--- src/rtl/uart_cmd_pkg.sv ---
`default_nettype none
// +----------------------------------------------------------------------+
// | uart_cmd_pkg : shared types and constants for the UART command framer |
// | Rev 1.0                                                              |
// +----------------------------------------------------------------------+
package uart_cmd_pkg;

  typedef enum logic [1:0] {
    IDLE   = 2'd0,
    GET_HI = 2'd1,
    GET_LO = 2'd2
  } frm_state_t;

  localparam int SHORT_CMD_BIT = 7;
  localparam int TMO_W         = 16;

endpackage
`default_nettype wire

--- src/rtl/uart_tmo_cntr.sv ---
`default_nettype none
// +----------------------------------------------------------------------+
// | uart_tmo_cntr : inter-byte timeout counter, flags count = TMO-1       |
// | Rev 1.0                                                              |
// +----------------------------------------------------------------------+
module uart_tmo_cntr
  import uart_cmd_pkg::*;
#(
  parameter int TMO_CYCLES = 65535
) (
  input  logic clk,
  input  logic rst,
  input  logic clr,
  input  logic en,
  output logic expired
);

  localparam logic [TMO_W-1:0] TMO_LAST = TMO_W'(TMO_CYCLES - 1);

  logic [TMO_W-1:0] cnt_q;

  always_ff @(posedge clk) begin
    if (rst || clr) begin
      cnt_q <= '0;
    end else if (en) begin
      cnt_q <= cnt_q + 1'b1;
    end
  end

  assign expired = (cnt_q == TMO_LAST);

endmodule
`default_nettype wire

--- src/rtl/uart_cmd_framer.sv ---
`default_nettype none
// +----------------------------------------------------------------------+
// | uart_cmd_framer : drains UART bytes into 1- or 3-byte commands        |
// | Rev 1.0                                                              |
// +----------------------------------------------------------------------+
module uart_cmd_framer
  import uart_cmd_pkg::*;
#(
  parameter int TMO_CYCLES = 65535
) (
  input  logic        clk,
  input  logic        rst,
  input  logic        rx_rdy,
  input  logic [7:0]  rx_data,
  output logic        clr_rx_rdy,
  output logic [7:0]  cmd_op,
  output logic [15:0] cmd_data,
  output logic        cmd_rdy,
  input  logic        clr_cmd_rdy,
  output logic        frame_err,
  output logic        overrun,
  output logic        busy
);

  frm_state_t  state_q;
  logic [7:0]  op_hold_q;
  logic [7:0]  hi_hold_q;
  logic        clr_rx_rdy_q;
  logic [7:0]  cmd_op_q;
  logic [15:0] cmd_data_q;
  logic        cmd_rdy_q;
  logic        frame_err_q;
  logic        overrun_q;
  logic        busy_q;

  logic        w_accept;
  logic        w_expired;
  logic        w_done;
  logic [7:0]  w_op_d;
  logic [15:0] w_data_d;

  // The registered clear blocks the cycle in which the receiver drops rx_rdy
  assign w_accept = rx_rdy & ~clr_rx_rdy_q;

  uart_tmo_cntr #(
    .TMO_CYCLES(TMO_CYCLES)
  ) u_tmo (
    .clk    (clk),
    .rst    (rst),
    .clr    (w_accept | (state_q == IDLE)),
    .en     (state_q != IDLE),
    .expired(w_expired)
  );

  always_comb begin
    w_done   = 1'b0;
    w_op_d   = rx_data;
    w_data_d = 16'h0000;
    if (w_accept) begin
      if (state_q == GET_LO) begin
        w_done   = 1'b1;
        w_op_d   = op_hold_q;
        w_data_d = {hi_hold_q, rx_data};
      end else if (state_q == IDLE && rx_data[SHORT_CMD_BIT]) begin
        w_done = 1'b1;
      end
    end
  end

  always_ff @(posedge clk) begin
    if (rst) begin
      state_q      <= IDLE;
      op_hold_q    <= 8'h00;
      hi_hold_q    <= 8'h00;
      clr_rx_rdy_q <= 1'b0;
      cmd_op_q     <= 8'h00;
      cmd_data_q   <= 16'h0000;
      cmd_rdy_q    <= 1'b0;
      frame_err_q  <= 1'b0;
      overrun_q    <= 1'b0;
      busy_q       <= 1'b0;
    end else begin
      clr_rx_rdy_q <= w_accept;
      frame_err_q  <= 1'b0;
      overrun_q    <= w_done & cmd_rdy_q & ~clr_cmd_rdy;

      // Completion takes priority over a simultaneous consumer clear
      if (w_done) begin
        cmd_op_q   <= w_op_d;
        cmd_data_q <= w_data_d;
        cmd_rdy_q  <= 1'b1;
      end else if (clr_cmd_rdy) begin
        cmd_rdy_q <= 1'b0;
      end

      case (state_q)
        IDLE: begin
          if (w_accept && !rx_data[SHORT_CMD_BIT]) begin
            op_hold_q <= rx_data;
            state_q   <= GET_HI;
            busy_q    <= 1'b1;
          end
        end
        GET_HI: begin
          if (w_accept) begin
            hi_hold_q <= rx_data;
            state_q   <= GET_LO;
          end else if (w_expired) begin
            state_q     <= IDLE;
            busy_q      <= 1'b0;
            frame_err_q <= 1'b1;
          end
        end
        GET_LO: begin
          if (w_accept) begin
            state_q <= IDLE;
            busy_q  <= 1'b0;
          end else if (w_expired) begin
            state_q     <= IDLE;
            busy_q      <= 1'b0;
            frame_err_q <= 1'b1;
          end
        end
        default: begin
          state_q <= IDLE;
          busy_q  <= 1'b0;
        end
      endcase
    end
  end

  assign clr_rx_rdy = clr_rx_rdy_q;
  assign cmd_op     = cmd_op_q;
  assign cmd_data   = cmd_data_q;
  assign cmd_rdy    = cmd_rdy_q;
  assign frame_err  = frame_err_q;
  assign overrun    = overrun_q;
  assign busy       = busy_q;

endmodule
`default_nettype wire

--- config.mk ---
export PLATFORM = sky130hd
export DESIGN_NAME = uart_cmd_framer
export DESIGN_NICKNAME = d
export VERILOG_FILES = /design/src/rtl/uart_cmd_pkg.sv /design/src/rtl/uart_tmo_cntr.sv /design/src/rtl/uart_cmd_framer.sv
export SDC_FILE = /design/constraint.sdc
export NUM_CORES = 1
export LEC_CHECK = 0
export ABC_AREA = 1
export CORE_UTILIZATION = 53
export CTS_CLUSTER_DIAMETER = 200
export DETAILED_ROUTE_END_ITERATION = 10
export PLACE_DENSITY = 0.79
export SETUP_SLACK_MARGIN = 0.02
export SKIP_CTS_REPAIR_TIMING = 1
export SLEW_MARGIN = 15
export SYNTH_ARGS = -nofsm -noshare
export SYNTH_HDL_FRONTEND = slang
export SYNTH_SLANG_ARGS = --single-unit
--- constraint.sdc ---
create_clock -name clk -period 1.84 [get_ports clk]
set_input_delay 0.368 -clock clk [delete_from_list [all_inputs] [get_ports clk]]
set_output_delay 0.368 -clock clk [all_outputs]
set_load 0.01 [all_outputs]
==> results of run 1 <==
[kinds of logic after synthesis]
logic type / count (synthesis) / share of synthesized area
adder cells (fa/ha/maj): 6 / 0.02841
AO/OA/AOI/OAI: 75 / 0.1510
flip-flops: 63 / 0.4773
XOR/XNOR: 7 / 0.02320
buffers and inverters: 57 / 0.08664
AND/OR/NAND/NOR: 134 / 0.2334
[report_power, final]
part | total (W) | internal, W | switching (W)
Clock | 0.00134 | 0.000836 | 0.000501
Sequential | 0.00144 | 0.00141 | 0.0000304
Combinational | 0.000347 | 0.000148 | 0.000199
Total | 0.00313 | 0.00240 | 0.000730
[area by class of cell]
type                    count  area, um^2  share of cell area
clock inverters             3       65.06             0.01909
well taps                  67       83.83             0.02460
flip-flops and latches     63        1261              0.3700
multi-input cells         222        1160              0.3403
clock buffers              13       158.9             0.04662
inverters                  45       168.9             0.04956
repair buffers             53       510.5              0.1498
[layer usage]
metal / vias to the layer above / GRT usage
met3: 8 / 0.06768
met4: 0 / 0.1198
met2: 39 / 0.3863
li1: 1195 / -
met1: 1067 / 0.2841
met5: - / 0
[placed cells by master, fill, tap and decap left out]
cell type / instances
nand2_1: 81
dfxtp_1: 63
a21oi_1: 48
inv_1: 41
clkdlybuf4s50_1: 40
nor2_1: 20
nand3_1: 14
o21ai_0: 14
buf_4: 12
clkbuf_8: 11
o211ai_1: 7
xor2_1: 5
o21ai_1: 5
ha_1: 5
nor2_4: 4
inv_2: 3
nor3_1: 3
nor3_2: 2
nand3_2: 2
nand2_2: 2
xnor2_1: 2
nand3b_1: 2
bufinv_16: 2
clkbuf_1: 2
nor2_8: 1
and3_1: 1
clkinv_1: 1
nand2_4: 1
o221a_2: 1
nor3b_1: 1
ha_2: 1
clkinv_2: 1
buf_12: 1
[tightest hold or removal path: stages (launching register included)]
cell and delay [ns]:
dfxtp_1 0.31, nand2_1 0.06, nor2_1 0.04
[flip-flops by register name, summed over array words and instances, names as in the netlist]
signal and count:
busy 1, clr_rx_rdy 1, cmd_data 16, cmd_op 8
cmd_rdy 1, frame_err 1, hi_hold_q 8, op_hold_q 8
overrun 1, state_q 2, u_tmo.cnt_q 16
[metrics by stage]
| stage | cell area, um^2 | hold WS [ns] |
|---|---|---|
| after floorplan | 2643 | 0.4249 |
| after global placement | 3177 | 0.4322 |
| after detailed placement | 3177 | 0.4506 |
| after CTS | 3401 | 0.4613 |
| after global routing | 3408 | 0.4752 |
| final | 3408 | 0.4563 |
[synth_stat cells]
cell type and instances:
inv_1 41, o21ai_0 14, nor3_1 3, nor2_2 1, dfxtp_1 63, clkbuf_1 4
nor2_4 3, xor2_1 5, nand2_4 1, nor3_2 2, and3_1 1, nand3_2 2
o21ai_1 5, o211ai_1 7, inv_2 3, buf_2 6, clkinv_1 1, nand2_1 81
a21oi_1 48, xnor2_1 2, nor3b_1 1, nand3_1 14, nor2_1 20, nand2_2 2
buf_4 2, nor2_8 1, nand3b_1 2, o221a_2 1, ha_1 6
[worst paths after layout]
| path | start | end | slack (ns) | cells after the start |
|---|---|---|---|---|
| worst min-delay path | op_hold_q[7]$_SDFFE_PP0P_ | op_hold_q[7]$_SDFFE_PP0P_ | 0.46 | 2 |
| worst min register to register | op_hold_q[7]$_SDFFE_PP0P_ | op_hold_q[7]$_SDFFE_PP0P_ | 0.46 | 2 |
| worst max-delay path | clr_rx_rdy$_SDFF_PP0_ | clr_rx_rdy | 0.15 | 1 |
| worst max register to register | state_q[0]$_SDFFE_PP0P_ | cmd_op[0]$_SDFFE_PP0P_ | 0.20 | 7 |
==> results.py, run 1 <==
metrics = {
    "synth": {
        "syn-instance-count": 342,
        "yosysSeqAreaShare": 0.4773,
        "synth_largest_area_cell": "dfxtp_1",
        "syn-num-nets": 360,
        "syn_avg_cell_area_um2": 7.727,
        "synth_seq_cells": 63,
        "ys_types": 29,
        "synth_area_leaders": "dfxtp_1, nand2_1, a21oi_1, inv_1, ha_1",
        "syn_area_mm2": 0.002643,
        "yosys.area.top_type_share": 0.4773,
        "yosys_warnings": 0,
    },
    "finish": {
        "drive_above_1_share": 0.1103,
        "utilization": 0.7168,
        "fill_cells": 387,
        "area_delta_synth_final_pct": 28.98,
        "finalNetCount": 412,
        "antenna_cells": 0,
        "fin_cells": 466,
    },
    "critical_path": {
        "crit_buf_inv": 1,
        "start_kind": "register",
        "arrival_ns": 1.32,
        "cp_top_family": "buffers and inverters",
        "worstSetupPathType": "register to output pin",
        "worst_path_largest_cell_delay_ns": 0.57,
        "end_kind": "output pin",
        "crit_fanout": 2,
        "crit_slowest_cell": "clkdlybuf4s50_1",
        "worst_ep_required_time_ns": 1.47,
        "worstPathCellList": "clkdlybuf4s50_1",
    },
    "die": {
        "die_w_um": 72.61,
        "start_util": 0.5558,
        "pin_count": 41,
        "die_area_mm2": 0.005272,
        "rows": 25,
        "die_y_um": 72.61,
        "fp.coreArea_mm2": 0.004755,
    },
    "sta": {
        "fin_crit_ns": 1.690,
        "finalClockSkew_ns": 0.005729,
        "period_share": 0.9183,
        "finalHoldViolations": 0,
        "fmax_mhz": 591.8,
        "drv_slew": 0,
        "max_slew_margin": 0.6507,
        "setup_violations": 0,
        "layout_setup_ws_ns": 0.1503,
        "final.setup.tns_ns": 0,
        "worst_pin_slew_ns": 0.5234,
        "rsz0062_at_grt": "no",
    },
    "global_routing": {
        "grt_pass1_vias": 2207,
        "grt_pass1_wl_um": 9508,
        "grt_remaining_overflow": 0,
        "antenna_found_initial": 0,
        "grt_max_degree": 30,
        "globalRouteTotalUtil": 0.2364,
    },
    "status": {
        "status": "finished clean",
    },
    "cts": {
        "clockBufferDepth": 2,
        "root_buffer": "clkbuf_8",
        "cts_buffers": 9,
        "cts_sinks": 63,
        "tritoncts": "done",
        "clk_pin_slew_worst_paths_ns": 0.06,
        "clk-insertion-delay-late_ns": 0.33,
        "cts_max_level": 3,
    },
    "placement": {
        "dpl.hpwl_um": 3969,
        "portBuffers": 40,
        "gp_congestion": 0.8139,
        "dp.cells": 450,
        "place_ws_ns": -0.02149,
    },
    "routing": {
        "met3WireLength_um": 184,
        "vias": 2309,
        "top_layer": "met4",
        "drc": 0,
        "drt_wl_total_um": 5506,
        "viasPerCell": 4.955,
        "drtAntennaViolNets": 0,
        "drtPass1Iterations": 4,
        "drtIter0Drc": 137,
        "wl_met1_um": 2564,
        "met2_wirelength_um": 2667,
        "wl_per_cell_um": 11.82,
    },
    "pwr": {
        "power.total_w": 0.003127,
        "leakagePower_nw": 1.384,
        "power.density_mw_per_mm2": 917.5,
        "vdd_drop_max_mv": 0.6610,
    },
    "run": {
        "drv_cap": 0,
    },
    "worst_hold_path": {
        "hold_class": "register to register",
    },
}
(Power assumes the default switching activity.)
==> run 2: changes to the inputs <==
GPL_ROUTABILITY_DRIVEN = 0   (was not set)
==> results of run 2 <==
The final DEF is identical to that of run 1; final timing and power are the same.
==> run 3: changes to the inputs <==
CORE_UTILIZATION = 55   (was 53)
CTS_BUF_LIST = sky130_fd_sc_hd__clkbuf_4 sky130_fd_sc_hd__clkbuf_8   (was not set)
CTS_CLUSTER_SIZE = 24   (was not set)
PLACE_DENSITY = 0.81   (was 0.79)
RECOVER_POWER = 25   (was not set)
==> run 3 against run 2 <==
  * The flow now finishes with violations (design-rule violations)
  * Via count rose by 1.8%
  * Utilization rose by 4.4 points
  * Combinational power barely moved
  * Sequential power barely moved
  * Worst hold slack improved by 0.0012 ns
  * Cell area barely moved
  * Critical endpoint unchanged
  * Die area fell by 3.5%
  * Wire length rose by 4.7%
  * Final cell count fell by 2.6%
  * First-iteration DRC count rose by 58%
  * Setup slack got worse by 0.049 ns
  * Largest power group unchanged
==> results.py, run 3 (synthesized netlist as in run 1, its figures left out) <==
metrics = {
    "status": {
        "status": "finished, violations left",
        "violations": "design-rule violations",
    },
    "die": {
        "die_area_mm2": 0.005086,
        "die_y_um": 71.32,
        "rows": 24,
        "fp.coreArea_mm2": 0.004474,
        "start_util": 0.5906,
        "die_w_um": 71.32,
        "pin_count": 41,
    },
    "global_routing": {
        "grt_pass1_vias": 2175,
        "grt_max_degree": 20,
        "globalRouteTotalUtil": 0.2497,
        "grt_pass1_wl_um": 9694,
        "antenna_found_initial": 0,
        "grt_remaining_overflow": 0,
    },
    "finish": {
        "layout_common_cells": "nand2_1, dfxtp_1, a21oi_1",
        "antenna_cells": 0,
        "drive_above_1_share": 0.1194,
        "fin_cells": 454,
        "final_area_mm2": 0.003406,
        "final_common_cell": "nand2_1",
        "finalNetCount": 415,
        "area_delta_synth_final_pct": 28.88,
    },
    "cts": {
        "clockBufferDepth": 2,
        "clk_pin_slew_worst_paths_ns": 0.07,
        "clk-insertion-delay-late_ns": 0.34,
        "cts_sinks": 63,
        "root_buffer": "clkbuf_8",
        "cts_max_level": 3,
        "cts_buffers": 9,
        "tritoncts": "done",
    },
    "pwr": {
        "power.density_mw_per_mm2": 930.5,
        "power.total_w": 0.003169,
        "vdd_drop_max_mv": 0.8715,
        "leakagePower_nw": 1.404,
    },
    "sta": {
        "fmax_mhz": 575.1,
        "layout_setup_ws_ns": 0.1013,
        "rsz0062_at_grt": "no",
        "setup_violations": 0,
        "period_share": 0.9449,
        "whs_ns": 0.4575,
        "drv_slew": 0,
        "max_slew_margin": 0.7706,
        "worst_pin_slew_ns": 0.3437,
        "finalClockSkew_ns": 0.007420,
        "fin_crit_ns": 1.739,
        "finalHoldViolations": 0,
    },
    "critical_path": {
        "start_kind": "register",
        "worstPathCellList": "clkdlybuf4s50_1",
        "worst_ep_required_time_ns": 1.47,
        "crit_fanout": 2,
        "worstReg2RegEnd": "u_tmo.cnt_q[14]$_SDFFE_PP0P_",
        "worst_path_largest_cell_delay_ns": 0.58,
        "crit_buf_inv": 1,
        "worstSetupPathType": "register to output pin",
        "end_kind": "output pin",
        "r2r-start": "state_q[0]$_SDFFE_PP0P_",
        "startpoint": "clr_rx_rdy$_SDFF_PP0_",
        "cp_top_family": "buffers and inverters",
        "crit_slowest_cell": "clkdlybuf4s50_1",
        "arrival_ns": 1.37,
        "rrSetupSlack_ns": 0.16,
        "r2r_cells": 9,
    },
    "routing": {
        "drtAntennaViolNets": 0,
        "drtIter0Drc": 216,
        "drc": 5,
        "drtPass1Iterations": 8,
        "wl_per_cell_um": 12.70,
        "vias": 2350,
        "drt_wl_total_um": 5764,
        "viasPerCell": 5.176,
    },
    "worst_hold_path": {
        "hold_class": "register to register",
        "whs_path_depth": 2,
        "holdPathEnd": "op_hold_q[7]$_SDFFE_PP0P_",
        "min_from": "op_hold_q[7]$_SDFFE_PP0P_",
    },
    "placement": {
        "portBuffers": 40,
        "place_area_mm2": 0.003181,
        "dp.cells": 438,
        "place_ws_ns": -0.06300,
        "dpl.hpwl_um": 4039,
    },
    "run": {
        "drv_cap": 0,
    },
}
[run 3: changes by cell type in the layout (fill, tap and decap cells not counted), moves of 2 or more]
cell,previous run,this run
dfxtp_2,0,2
dfxtp_1,63,61
clkdlybuf4s50_1,40,36
dlygate4sd3_1,0,4
nor2_2,0,2
clkbuf_4,0,2
[run 3: final cells by class]
type | instances | area, um^2
multi-input cells | 222 | 1155
flip-flops and latches | 63 | 1264
repair buffers | 56 | 519.2
clock inverters | 3 | 65.06
inverters | 45 | 171.4
clock buffers | 13 | 166.4
well taps | 52 | 65.06
fillers | 338 | 1069
[run 3: worst reg2reg max path, delay by kind of cell, from the launching register on]
kind	cells	cell delay, ns
buffers and inverters	1	0.09
AND/OR/NAND/NOR	6	0.69
flip-flops	1	0.37
adder cells (fa/ha/maj)	1	0.26
XOR/XNOR	1	0.15
[run 3: power by group]
group | switching (W) | total, W | internal [W]
Combinational | 0.000200 | 0.000346 | 0.000146
Clock | 0.000512 | 0.00138 | 0.000865
Sequential | 0.0000316 | 0.00145 | 0.00141
[run 3: worst max-delay path by stage]
| stage | slack, ns | endpoint | depth (start not counted) |
|---|---|---|---|
| 5_1_grt | 0.05 | u_tmo.cnt_q[14]$_SDFFE_PP0P_ | 9 |
| 6_report | 0.10 | clr_rx_rdy | 1 |
| 3_3_place_gp | -0.009 | cmd_op[1]$_SDFFE_PP0P_ | 9 |
| 2_1_floorplan | 0.27 | u_tmo.cnt_q[14]$_SDFFE_PP0P_ | 9 |
| 3_5_place_dp | -0.06 | cmd_op[0]$_SDFFE_PP0P_ | 9 |
| 4_1_cts | 0.05 | u_tmo.cnt_q[14]$_SDFFE_PP0P_ | 9 |
[run 3: routing by layer]
metal / track usage / wire length, um
met5: 0 / 0
met4: 0.1089 / 106
met3: 0.07173 / 316
met2: 0.4085 / 2712
met1: 0.3076 / 2628
[run 3: stage by stage]
step | TNS (ns) | util
floorplan | 0 | -
global placement | -0.02025 | 0.7109
detailed placement | -0.3299 | 0.7109
CTS | 0 | 0.7626
global route | 0 | 0.7612
finish | 0 | 0.7612
==> edit 1, RTL diff (settings of run 1) <==
Remove the register `overrun_q`: a continuous assignment takes its place, so the output `overrun` follows one clock earlier.
--- a/src/rtl/uart_cmd_framer.sv
+++ b/src/rtl/uart_cmd_framer.sv
@@ -77,12 +77,10 @@
       cmd_data_q   <= 16'h0000;
       cmd_rdy_q    <= 1'b0;
       frame_err_q  <= 1'b0;
-      overrun_q    <= 1'b0;
       busy_q       <= 1'b0;
     end else begin
       clr_rx_rdy_q <= w_accept;
       frame_err_q  <= 1'b0;
-      overrun_q    <= w_done & cmd_rdy_q & ~clr_cmd_rdy;
 
       // Completion takes priority over a simultaneous consumer clear
       if (w_done) begin
@@ -129,6 +127,8 @@
     end
   end
 
+  assign overrun_q = w_done & cmd_rdy_q & ~clr_cmd_rdy;
+
   assign clr_rx_rdy = clr_rx_rdy_q;
   assign cmd_op     = cmd_op_q;
   assign cmd_data   = cmd_data_q;
Check against the original RTL: not equivalent (Yosys sat finds a counterexample within 4 cycles, from zero or initial values and one cycle with rst high).
==> edit 1 against run 1 <==
Final cell count is 1.1% lower; total power is 5.1% lower; setup slack worse by 0.085 ns; critical path type unchanged; global-route usage is 0.82 points lower; routed wire length is 1.6% lower; sequential cell count is 1 lower; final area is 1.9% lower; via count hardly changed; die area is 2.4% lower; sequential share of layout area is 0.16 points higher; area after synthesis is 2.5% lower.
==> edit 1: results (changes against run 1) <==
| Metric | Value |
|---|---|
| Hold Crit Class | `flip-flop to flip-flop` |
| Cts bufs inserted | `9 (unchanged)` |
| R2R Path Start | `state_q[0]` |
| Leak pwr | `1.32 nW (-4.6%)` |
| Number of H-tree levels | `3 (unchanged)` |
| GR Util All Layers | `0.228 (-0.00823)` |
| Detail Route Antenna Nets | `0 (unchanged)` |
| Max cap viols | `0 (unchanged)` |
| Pint | `2.25 mW (-6.3%)` |
| R2R cell count | `11 (+4)` |
| Ant. Diodes | `0 (unchanged)` |
| Synth top area cells | `dfxtp_1, nand2_1, a21oi_1` |
| Crit path max-delay cell type | `dfxtp_1` |
| First-pass GRT wire length | `8910 um (-6.3%)` |
| Critical path's top delay family | `simple AND/OR/NAND/NOR gates` |
| Clk buf depth | `2 (unchanged)` |
| Routability congestion estimate | `0.791 (-2.8%)` |
| Status | `complete, no violations` |
| Wirelength per Cell | `11.7 um (-0.57%)` |
| Register area share after synthesis | `0.482 (+0.00451)` |
| Crit path max fanout | `3 (+1)` |
| Largest net degree at the start of global routing | `47 (+57%)` |
| Worst vdd ir | `0.000542 V (-18%)` |
| Vias in the first global route | `2025 (-8.2%)` |
| Nets | `420 (+1.9%)` |
| Slew margin rel. | `0.766 (+0.116)` |
| Total length of routed wires | `5420 um (-1.6%)` |
| Initial antenna violation count | `0 (unchanged)` |
| Crit path largest cell delay | `0.31 ns (-0.26 ns)` |
| DRT iter0 DRCs | `145 (+5.8%)` |
| CP Data Arrival Time | `1.41 ns (+0.09 ns)` |
| Distinct cells, synth | `26 (-10%)` |
| Final setup skew | `0.0103 ns (+0.00460 ns)` |
| Avg Vias per Cell | `5.01 (+1.1%)` |
| Dpl cell area | `3130 sq um (-1.4%)` |
| Placed cells | `445 (-1.1%)` |
| Synth cell count leaders | `nand2_1, dfxtp_1, a21oi_1` |
| Syn nets | `364 (+1.1%)` |
| Root Driver | `clkbuf_8` |
| Number of I/O port buffers | `40 (unchanged)` |
| Detailed Place HPWL | `3800 um (-4.2%)` |
| Syn_area_per_cell | `7.45 sq um (-3.6%)` |
| Later-pin clock latency in the skew report | `0.34 ns` |
| Layout cells sized above 1 | `0.115 (+0.00520)` |
[edit 1: logic make-up after synthesis]
kind of cell,count (synthesis),share of synthesized area
and+or+nand+nor,167,0.270
AOI/OAI and AO/OA,63,0.130
DFF,62,0.482
buffers and inverters,43,0.0728
adders and majority gates,6,0.0291
xor gates and xnor gates,5,0.0170
[edit 1: area by class of cell]
class,count,area [sq um]
fill,398,1350
clock inverter,3,42.5
timing repair buffer,59,566
clock buffer,13,159
tap,54,67.6
sequential,62,1240
inverter,29,109
multi-input combinational,241,1160
[edit 1: tightest hold or removal path, cell delays in order, from the launching register on]
cell and delay, ns:
dfxtp_1 0.31, nand2_1 0.06, nor2_1 0.04
[edit 1: layer usage]
metal | track usage | part of all wire
met5 | 0 | 0
met4 | 0.133 | 0.028
met3 | 0.0534 | 0.029
met2 | 0.382 | 0.50
met1 | 0.267 | 0.44
[edit 1: worst paths after layout]
check	end	slack, ns
min	op_hold_q[7]	0.45
max	overrun	0.06
min reg2reg	op_hold_q[7]	0.45
max reg2reg	u_tmo.cnt_q[14]	0.18
[edit 1: stage by stage]
| step | utilization | hold WS (ns) | setup slack [ns] | total power, mW |
|---|---|---|---|---|
| global route | 0.713 | 0.474 | -0.00738 | 3.10 |
| finish | 0.713 | 0.446 | 0.0649 | 2.97 |
| floorplan | - | 0.419 | 0.127 | 1.64 |
| CTS | 0.711 | 0.447 | -0.460 | 3.00 |
| detailed placement | 0.668 | 0.436 | -0.436 | 1.80 |
| global placement | 0.668 | 0.426 | -0.423 | 1.79 |
[edit 1: power groups by stage]
stage / Combinational, mW / Clock (mW) / Sequential (mW)
floorplan: 0.196 / 0 / 1.45
global placement: 0.349 / 0 / 1.44
detailed placement: 0.356 / 0 / 1.44
CTS: 0.358 / 1.23 / 1.41
global route: 0.399 / 1.28 / 1.42
finish: 0.358 / 1.20 / 1.41
==> edit 2, RTL diff (config.mk and constraints of run 1) <==
Made on the original files. Change the package constant `TMO_W` from 16 to 12.
--- a/src/rtl/uart_cmd_pkg.sv
+++ b/src/rtl/uart_cmd_pkg.sv
@@ -12,7 +12,7 @@
   } frm_state_t;
 
   localparam int SHORT_CMD_BIT = 7;
-  localparam int TMO_W         = 16;
+  localparam int TMO_W         = 12;
 
 endpackage
 `default_nettype wire
Check against the original RTL: same outputs for any inputs over 10 cycles, from zero or initial values and one cycle with rst high; that may be too few to reach the edited logic, so the function may still have changed.
==> edit 2 against run 1 <==
Sequential share of layout area up 0.23 points; setup slack better by 0.072 ns; final area down 6.9%; total power down 7.9%; sequential cell count down 4; hold slack worse by 0.016 ns; clock skew up 0.0029 ns; area after synthesis down 4.8%; routed wire length down 0.51%; maximum frequency up 4.5%; register-to-register slack better by 0.02 ns; largest cell class unchanged; largest power group unchanged; highest routed layer unchanged.
==> edit 2: results (changes against run 1) <==
| Metric | Value |
|---|---|
| DRT iter0 DRCs | `191 (+39%)` |
| Cells after synthesis | `333 (-2.6%)` |
| Post-Synth Adder-Cell Area | `0.0299 (+0.00144)` |
| Drt pass-1 iters | `7 (+3)` |
| Nets | `399 (-3.2%)` |
| Met3 Use GR | `0.0413 (-0.0264)` |
| Routability congestion estimate | `0.850 (+4.5%)` |
| Cts bufs inserted | `9 (unchanged)` |
| GR met2 Demand/Resource | `0.365 (-0.0209)` |
| Number of I/O port buffers | `40 (unchanged)` |
| M1 GR Usage | `0.307 (+0.0227)` |
| Post-synthesis mux area share | `0 (unchanged)` |
| Final setup skew | `0.00859 ns (+0.00286 ns)` |
| Layout cells sized above 1 | `0.0909 (-0.0194)` |
| Initial antenna violation count | `0 (unchanged)` |
| Ant. Diodes | `0 (unchanged)` |
| Via count | `2186 (-5.3%)` |
| Detailed Place HPWL | `3700 um (-6.8%)` |
| R2R cell count | `7 (unchanged)` |
| Ys Warns | `0 (unchanged)` |
| CP Data Arrival Time | `1.88 ns (+0.56 ns)` |
| Setup crit end | `u_tmo.cnt_q[3]` |
| Clock-pin slew of the registers on the worst-case setup and hold paths | `0.06 ns (about the same)` |
| Max reg flops | `16` |
| Later-pin clock latency in the skew report | `0.33 ns (about the same)` |
| Number of H-tree levels | `3 (unchanged)` |
| Pre-CTS setup slack | `0.0428 ns (+0.0642 ns)` |
| Placed cells | `422 (-6.2%)` |
| Distinct cells, synth | `28 (-3.4%)` |
| Crit path max fanout | `8 (+6)` |
| Async SR Flop Fraction | `0 (unchanged)` |
| Compound-Gate Fraction of Synth Area | `0.153 (+0.00219)` |
| Vias in the first global route | `1988 (-9.9%)` |
| First-pass GRT wire length | `8990 um (-5.4%)` |
| Post-Synth XOR/XNOR Area | `0.0104 (-0.0128)` |
| Filler instances | `377 (-2.6%)` |
| Final std cells w/o fill | `437 (-6.2%)` |
| Leak pwr | `1.27 nW (-8.6%)` |
| Worst vdd ir | `0.000559 V (-15%)` |
| Largest net degree at the start of global routing | `37 (+23%)` |
| R2r setup slk | `0.22 ns (+0.02 ns)` |
| Synth top area cells | `dfxtp_1, nand2_1, a21oi_1` |
| Clk buf depth | `2 (unchanged)` |
| Wirelength per Cell | `12.5 um (+6.1%)` |
| Root Driver | `clkbuf_8` |
| Syn nets | `351 (-2.5%)` |
| Register area share after synthesis | `0.470 (-0.00762)` |
| CP Launch Point | `state_q[1]` |
| Synth cell count leaders | `nand2_1, dfxtp_1, a21oi_1` |
| Status | `complete, no violations` |
| GR Util All Layers | `0.235 (-0.00154)` |
| Period minus WS final | `1.62 ns (-0.0724 ns)` |
| Least-Margin Pin Slew | `0.384 ns (-0.139 ns)` |
==> edit 2: power by group <==
group	internal, mW	switching (mW)
combinational	0.148	0.213
clock	0.691	0.476
sequential	1.33	0.0275
==> edit 2: how the worst min path moves through the flow <==
| stage | cells after the start | end | slack (ns) |
|---|---|---|---|
| 3_3_place_gp | 2 | op_hold_q[7] | 0.43 |
| 2_1_floorplan | 2 | op_hold_q[7] | 0.42 |
| 3_5_place_dp | 2 | op_hold_q[7] | 0.43 |
| 4_1_cts | 2 | op_hold_q[7] | 0.44 |
| 6_report | 2 | op_hold_q[7] | 0.44 |
| 5_1_grt | 2 | op_hold_q[7] | 0.47 |
==> edit 2: layout make-up <==
cell class	instances	area share
Clock buffer	13	0.0501
Sequential cell	59	0.372
Timing Repair Buffer	51	0.152
Multi-Input combinational cell	214	0.338
Clock inverter	2	0.0110
Inverter	46	0.0552
Tap cell	52	0.0205
==> edit 2: kinds of logic after synthesis <==
kind of cell             count (synthesis)
AND/OR/NAND/NOR                        132
XOR/XNOR                                 3
AO/OA/AOI/OAI                           73
adder cells (fa/ha/maj)                  6
buffers and inverters                   60
flip-flops                              59
==> edit 2: through the flow <==
stage               power [mW]  hold slack, ns  instance area (sq um)
floorplan                 1.61           0.422                   2510
finish                    2.88           0.440                   3170
detailed placement        1.73           0.430                   2970
global route              3.00           0.471                   3170
global placement          1.73           0.428                   2970
CTS                       2.89           0.440                   3160
==> edit 2: per-layer routing <==
layer,part of all wire,up-vias
li1,-,1154
met2,0.43,64
met5,0,-
met4,0.023,0
met1,0.49,957
met3,0.053,11
==> edit 2: critical path, cell delays in order (launching register included) <==
cell	delay (ns)
dfxtp_1	0.42
inv_1	0.09
ha_2	0.26
inv_1	0.13
nand3_1	0.20
inv_1	0.19
o21ai_0	0.13
a21oi_1	0.12
